<file path="src/rtl/host_cmd_parser.sv">
// host_cmd_parser: decodes the host byte protocol arriving from the UART.
// 0x2p + four data bytes writes I/O port p. 0x3p reads port p and returns
// four bytes, MSB first, through the UART transmitter.
module host_cmd_parser #(
    parameter int TIMEOUT_CYCLES = 2000
) (
    input  logic        clock,
    input  logic        reset,
    input  logic        rxready,
    input  logic [7:0]  rxdata,
    input  logic        txready,
    output logic        txen,
    output logic [7:0]  txdata,
    output logic        wr_en,
    output logic [3:0]  wr_addr,
    output logic [31:0] wr_data,
    output logic [3:0]  rd_addr,
    output logic        rd_strobe,
    input  logic [31:0] rd_data,
    output logic        busy,
    output logic        cmd_error
);

    localparam int TW = $clog2(TIMEOUT_CYCLES + 1);
    localparam logic [TW-1:0] TIMER_LAST = TW'(TIMEOUT_CYCLES - 1);

    typedef enum logic [2:0] {
        IDLE,
        WDATA,
        WCOMMIT,
        RLATCH,
        TXSEND,
        TXHOLD,
        TXWAIT
    } state_t;

    state_t          state;
    logic [3:0]      cmd_addr;
    logic [1:0]      byte_cnt;
    logic [23:0]     data_shift;
    logic [TW-1:0]   timer;
    logic [31:0]     tx_shift;
    logic [2:0]      tx_cnt;
    logic            hold_cnt;
    logic            in_read;

    // Any state but IDLE means a command or a response is still in progress.
    assign busy = (state != IDLE);

    // txen is gated with the live txready so a byte can never be handed to a
    // transmitter that is not idle; txdata is already stable in TXSEND.
    assign txen = (state == TXSEND) && txready;

    // The response is running whenever the FSM is in one of the read states.
    assign in_read = (state == RLATCH) || (state == TXSEND) ||
                     (state == TXHOLD) || (state == TXWAIT);

    // Command FSM: byte decoding, write assembly, timeout and read serialisation.
    always_ff @(posedge clock) begin
        if (reset) begin
            state      <= IDLE;
            cmd_addr   <= '0;
            byte_cnt   <= '0;
            data_shift <= '0;
            timer      <= '0;
            tx_shift   <= '0;
            tx_cnt     <= '0;
            hold_cnt   <= 1'b0;
            txdata     <= '0;
            wr_en      <= 1'b0;
            wr_addr    <= '0;
            wr_data    <= '0;
            rd_addr    <= '0;
            rd_strobe  <= 1'b0;
            cmd_error  <= 1'b0;
        end else begin
            wr_en     <= 1'b0;
            rd_strobe <= 1'b0;
            cmd_error <= 1'b0;

            case (state)
                IDLE: begin
                    if (rxready) begin
                        if (rxdata[7:4] == 4'h2) begin
                            cmd_addr <= rxdata[3:0];
                            byte_cnt <= '0;
                            timer    <= '0;
                            state    <= WDATA;
                        end else if (rxdata[7:4] == 4'h3) begin
                            rd_addr   <= rxdata[3:0];
                            rd_strobe <= 1'b1;
                            state     <= RLATCH;
                        end else begin
                            cmd_error <= 1'b1;
                        end
                    end
                end

                WDATA: begin
                    if (rxready) begin
                        data_shift <= {data_shift[15:0], rxdata};
                        byte_cnt   <= byte_cnt + 2'd1;
                        timer      <= '0;
                        if (byte_cnt == 2'd3) begin
                            wr_addr <= cmd_addr;
                            wr_data <= {data_shift, rxdata};
                            wr_en   <= 1'b1;
                            state   <= WCOMMIT;
                        end
                    end else if (timer == TIMER_LAST) begin
                        cmd_error <= 1'b1;
                        state     <= IDLE;
                    end else begin
                        timer <= timer + 1'b1;
                    end
                end

                WCOMMIT: begin
                    state <= IDLE;
                end

                RLATCH: begin
                    txdata   <= rd_data[31:24];
                    tx_shift <= {rd_data[23:0], 8'h00};
                    tx_cnt   <= '0;
                    state    <= TXSEND;
                end

                TXSEND: begin
                    if (txready) begin
                        tx_cnt   <= tx_cnt + 3'd1;
                        hold_cnt <= 1'b0;
                        state    <= TXHOLD;
                    end
                end

                TXHOLD: begin
                    if (hold_cnt) begin
                        state <= TXWAIT;
                    end else begin
                        hold_cnt <= 1'b1;
                    end
                end

                TXWAIT: begin
                    if (txready) begin
                        if (tx_cnt == 3'd4) begin
                            state <= IDLE;
                        end else begin
                            txdata   <= tx_shift[31:24];
                            tx_shift <= {tx_shift[23:0], 8'h00};
                            state    <= TXSEND;
                        end
                    end
                end

                default: begin
                    state <= IDLE;
                end
            endcase

            if (rxready && in_read) begin
                cmd_error <= 1'b1;
            end
        end
    end

endmodule
</file>
<file path="config.mk">
export PLATFORM = sky130hd
export DESIGN_NAME = host_cmd_parser
export DESIGN_NICKNAME = d
export VERILOG_FILES = /design/src/rtl/host_cmd_parser.sv
export SDC_FILE = /design/constraint.sdc
export NUM_CORES = 1
export LEC_CHECK = 0
export BUFFER_PORTS_ARGS = -buffer_cell sky130_fd_sc_hd__buf_2
export CORE_MARGIN = 2
export CORE_UTILIZATION = 52
export CTS_BUF_LIST = sky130_fd_sc_hd__clkbuf_4
export CTS_CLUSTER_DIAMETER = 100
export DETAILED_ROUTE_END_ITERATION = 6
export PLACE_DENSITY = 0.87
export SETUP_SLACK_MARGIN = 0.05
export SYNTH_ARGS = -nofsm -noshare
export SYNTH_HDL_FRONTEND = slang
export SYNTH_SLANG_ARGS = --single-unit
</file>
<file path="constraint.sdc">
create_clock -name clock -period 2 [get_ports clock]
set_clock_uncertainty 0.2 [all_clocks]
set_input_delay 0.3 -clock clock [delete_from_list [all_inputs] [get_ports clock]]
set_output_delay 0.3 -clock clock [all_outputs]
set_load 0.1 [all_outputs]
</file>
# ---- After elaboration in Yosys (flattened, before gate mapping)
# Index checks and enable logic that the tools add are counted.
dict set report totals {
  register_bits 131
  latchBits 0
  ramBits 0
  romBits 0
  inputBits 44
  mem_count 0
}
dict set report classes {
  addsub 3
  multipliers 0
  div 0
  n_lt_le_gt_ge 0
  eq_ne 21
  n_shift 0
  n_mux 39
  bitwise_logic 4
  n_reduce_logical 23
}
# cell count
set op_table {}
lappend op_table {{32-bit two-way mux} 2}
lappend op_table {{32-bit case mux with 2 select lines} 1}
lappend op_table {{11-bit two-way mux} 4}
lappend op_table {{3-bit two-way mux} 11}
lappend op_table {{11-bit case mux with 2 select lines} 1}
lappend op_table {{3-bit case mux with 6 select lines} 1}
lappend op_table {{8-bit two-way mux} 2}
lappend op_table {{8-bit case mux with 2 select lines} 1}
lappend op_table {{2-bit inequality test (second input constant)} 7}
lappend op_table {{3-bit equality test (second input constant)} 4}
lappend op_table {{3-bit inequality test (second input constant)} 4}
lappend op_table {{4-bit AND reduction} 3}
lappend op_table {{11-bit by 1-bit adder with 11-bit output (second input constant)} 1}
lappend op_table {{11-bit equality test (second input constant)} 1}
lappend op_table {{1-bit two-way mux} 9}
lappend op_table {{3-bit AND reduction} 3}
lappend op_table {{4-bit by 2-bit equality test with 1-bit output (second input constant)} 2}
lappend op_table {{2-bit nonzero test} 4}
lappend op_table {{7-bit AND reduction} 1}
lappend op_table {{2-bit two-way mux} 3}
lappend op_table {{3-bit case mux with 2 select lines} 1}
lappend op_table {{2-bit AND reduction} 3}
lappend op_table {{1-bit inverter} 4}
lappend op_table {{1-bit case mux with 2 select lines} 2}
lappend op_table {{other kinds (12)} 15}

# ---- Longest topological paths before layout
dict set report logic_depth {
  depth_word 6
  depth_mapped 8
  ltp_nobuf 6
}

# ---- Worst setup path before layout
# No wires, ideal clock.
dict set report synth_path {
  path_kind {register to register}
  start {register state[1]}
  end {register tx_cnt[2]}
  setup_time_ps 78
  arrival_time_ps 2244
  path_slack_ps -522
  stages_incl_launch_ff 8
  n_path_buf 3
  cell_sequence {dfxtp_1 > buf_6 > clkbuf_1 > nor4bb_1 > clkbuf_1 > nand2_1 > xor2_1 > nor3_1}
}
dict set report synth_via {
  elab_chain_len 3
  word_cells_on_any_way 6
  classes_between {eq/ne: 3; mux: 1; reduce/logical: 2}
}
# item line
set synth_rtl {}
lappend synth_rtl {{start, declared} 37} ;# state_t state;
lappend synth_rtl {{start signal, assigned} 61} ;# state <= IDLE;
lappend synth_rtl {{start signal, assigned} 88} ;# state <= WDATA;
lappend synth_rtl {{start signal, assigned} 92} ;# state <= RLATCH;
lappend synth_rtl {{3-bit equality test / 3-bit by 2-bit equality test with 1-bit output (equally long branches)} 81} ;# case (state)
lappend synth_rtl {{2-bit inequality test (no source line) / 2-bit nonzero test (equally long branches)} --}
lappend synth_rtl {{2-bit AND reduction (no source line)} --}
lappend synth_rtl {{end signal, assigned} 131} ;# tx_cnt <= tx_cnt + 3'd1;
lappend synth_rtl {{end, declared} 43} ;# logic [2:0] tx_cnt;
# Parallel ways exist; a longest one is shown, timed or not.
# A chain may end at the register's enable or synchronous reset.

# ---- Final worst setup path
dict set report layout_path {
  start {register state[0]}
  end {output txen}
}
dict set report layout_via {
  elab_chain_len 2
}
# item line
set layout_rtl {}
lappend layout_rtl {{3-bit equality test} 52} ;# assign txen = (state == TXSEND) && txready;
lappend layout_rtl {{1-bit logical AND} 52}
lappend layout_rtl {{end, declared} 12} ;# output logic txen,
# No other way between the ends.

==> metrics.md <==
| Metric | Value |
|---|---|
| Outcome | complete, but fails checks |
| Violated checks | negative setup slack |
| GRT Util Overall | 27.66% |
| Fraction of layout cells with a size suffix above 1 | 30.23% |
| Per-cell routed wire length | 18.73 um |
| Initial antenna violation count | 1 |
| Cells after Synth | 597 |
| Total Wirelength | 17.20 mm |
| CTS tree | built |
| Sw Share | 30.63% |
| Tcrit/Tclk final | 107.4% |
| Top cells by count, synth | nand2_1 (139), dfxtp_1 (123), a21oi_1 (101), clkbuf_1 (36), mux2i_1 (36) |
| Share of the synthesized area in the top cell type | 48.41% |
| Yosys warning count | 0 |
| Worst R2R Setup Slack | -110 ps |
| Post-route minimum period | 2148 ps |
| Distinct cells, synth | 54 |
| Worst Hold Class | input port to register |
| Cells on Worst Hold Path | 4 |
| GRT Residual Overflow | 0 |
| # IOs | 97 |
| Vias | 5454 |
| Synth area leader | dfxtp_1 |
| Most common cell in the synthesized netlist | nand2_1 |
| Num CTS Buffers | 17 |
| Ys async rst share | 0% |
| DRT antenna net count | 0 |
| DIE AREA | 10590 sq um |
| DRT iter0 DRCs | 591 |
| Layout Cells excl Fill | 918 |
| Routability congestion estimate | 0.8560 |
| DRT Pass-1 Iters | 6 |
| Final nets | 819 |
| Mapped Avg Cell Area | 8.519 sq um |
| Clock Sink Count | 123 |
| Area growth, synth to finish | 41.23% |
| Kind of end point of the critical path | primary output |
| #FFs+latches synth | 123 |
| Final Hold Fails | 0 |
| Worst Tran Pin Value | 584.4 ps |
| Leakage power | 3.005 nW |
| CTS max path bufs | 2 |
| Die H | 102.9 um |
| Clock Power Share | 32.2% |
| Pint | 0.003928 W |
| Clock slew at reported path FFs | 110 ps |
| Top FF cell, synth | dfxtp_1 |
| PwrDens | 788.3 nW/um^2 |
| Cell area after synthesis | 5086 sq um |
| Worst EP arrival | 1650 ps |
| Via-to-Cell Ratio | 5.941 |
| Syn_nets | 645 |
| Post-synth EDFFs | 0 |
| RSZ-0062 raised after global routing | yes |
| Worst-skew pair later-pin latency | 540 ps |
| Achievable Freq | 465.5 MHz |
| Fin worst setup slack | -148.2 ps |
| Pins Over Slew Limit | 0 |
| Largest net degree at the start of global routing | 53 |
| Comb power frac | 22.4% |
| Worst R2R Path Depth | 6 |
| Root Driver | clkbuf_4 |
| Area contributors post-synth | dfxtp_1 (48%), nand2_1 (10%), a21oi_1 (9.9%) |
| Vias in the first global route | 4879 |
| Setup violators final | 29 |
| Hpwl dp | 8.538 mm |
| MaxCap Viol Count | 0 |
| Placed Cells | 815 |
| Die X | 102.9 um |
| # rows | 36 |
| Part of the power in registers | 45.4% |
| Final hold slack | 102.5 ps |
| Core Region | 9639 sq um |
| # port buffers | 96 |
| Post-route DRC | 0 |
| Worst VDD drop | 0.4568 mV |
| Initial Util | 52.76% |
| Critical path data required time | 1500 ps |
| H-tree depth | 4 |
| Switching power | 0.001735 W |
| Worst slew margin | 61.04% |
| Register area share after synthesis | 48.41% |
| Crit Path Class | register to primary output |
| First-pass GRT wire length | 22.91 mm |
| Critical Path Start Type | register |
| Max Fanout on Critical Path | 3 |
placed cells by master (no fill, tap or decap), types with 3 or more instances in the layout:
| master | synthesis | layout |
|---|---|---|
| a211oi_1 | 25 | 15 |
| a211oi_2 | 0 | 10 |
| a21oi_1 | 101 | 98 |
| a21oi_2 | 0 | 3 |
| a31oi_1 | 4 | 4 |
| and4_1 | 3 | 3 |
| buf_12 | 0 | 7 |
| buf_2 | 7 | 93 |
| buf_4 | 0 | 46 |
| buf_6 | 1 | 10 |
| bufinv_16 | 0 | 3 |
| clkbuf_16 | 0 | 4 |
| clkbuf_4 | 0 | 19 |
| clkinv_1 | 0 | 3 |
| clkinv_2 | 0 | 3 |
| dfxtp_1 | 123 | 118 |
| dfxtp_2 | 0 | 5 |
| dlygate4sd3_1 | 0 | 42 |
| ha_1 | 4 | 3 |
| inv_1 | 6 | 5 |
| mux2i_1 | 36 | 36 |
| nand2_1 | 139 | 139 |
| nand2b_1 | 3 | 3 |
| nand3_1 | 6 | 6 |
| nand3b_1 | 3 | 3 |
| nand4_1 | 5 | 5 |
| nor2_1 | 22 | 20 |
| nor3_1 | 8 | 7 |
| o21ai_0 | 9 | 9 |
| o31ai_1 | 5 | 4 |
| or3_1 | 3 | 3 |
metal layers:
metal | track usage [%] | share of wire [%] | vias up
li1 | - | - | 2453
met1 | 30.99 | 37 | 2553
met4 | 16.90 | 6.2 | 0
met5 | 0 | 0 | -
met2 | 46.85 | 50 | 338
met3 | 7.390 | 7.3 | 110
power by group through the flow:
stage / sequential, W / clock, W / combinational [W]
floorplan: 0.00268 / 0 / 0.000532
global placement: 0.00261 / 0 / 0.000896
detailed placement: 0.00261 / 0 / 0.000926
CTS: 0.00256 / 0.00182 / 0.00109
global route: 0.00258 / 0.00195 / 0.00132
finish: 0.00257 / 0.00182 / 0.00127
cells by family after synthesis:
logic type / Yosys count / share of synthesized area [%]
AND/OR/NAND/NOR: 216 / 19.95
AO/OA/AOI/OAI: 162 / 18.87
flip-flops: 123 / 48.41
buffers and inverters: 54 / 4.305
multiplexers: 37 / 7.306
adder cells (fa/ha/maj): 4 / 0.9840
XOR/XNOR: 1 / 0.1722
metrics by stage:
stage	setup TNS (ps)	area [sq um]	setup slack, ps	power, W	util [%]
floorplan	-101.4	5105	-33.95	0.003211	-
global placement	0	5932	11.92	0.003502	61.54
detailed placement	-76.91	5932	-60.34	0.003536	61.54
CTS	-221.3	6794	-152.9	0.005471	70.48
global route	-2728	7183	-195.8	0.005850	74.52
finish	-1238	7183	-148.2	0.005662	74.52
critical path, stage by stage (launching register included):
cell and delay (ps):
dfxtp_2 360, buf_6 130, nor4bb_4 290, buf_4 170, buf_12 160
state kept, by name (all words and copies together), names as in the netlist:
name	flops
timer	11
byte_cnt	2
state	3
hold_cnt	1
txdata	8
data_shift	24
rd_addr	4
wr_addr	4
tx_cnt	3
wr_en	1
tx_shift	24
wr_data	32
rd_strobe	1
cmd_error	1
cmd_addr	4
final timing paths:
check / startpoint / endpoint
worst max-delay path: state[0] / txen
worst min-delay path: rxready / byte_cnt[1]
worst max register to register: state[2] / state[0]
worst min register to register: wr_data[22] / wr_data[22]
cell type report:
type                       instances  area [sq um]
fill                             590          2456
antenna                            1         2.502
clock buffer                      19         142.6
sequential                       123          2469
tap                              133         166.4
timing repair buffer             202          1584
multi-input combinational        421          2644
clock inverter                    13         150.1
inverter                           6         25.02
timing repair:
action	in CTS	in global routing
buffers inserted	10	11
pin swaps	6	25
gates resized for setup	18	34
gates cloned	0	7
hold buffers	42	0
endpoints found under the setup margin	8	60
hold endpoints to repair	60	0
Power figures use the tool's default switching activity.
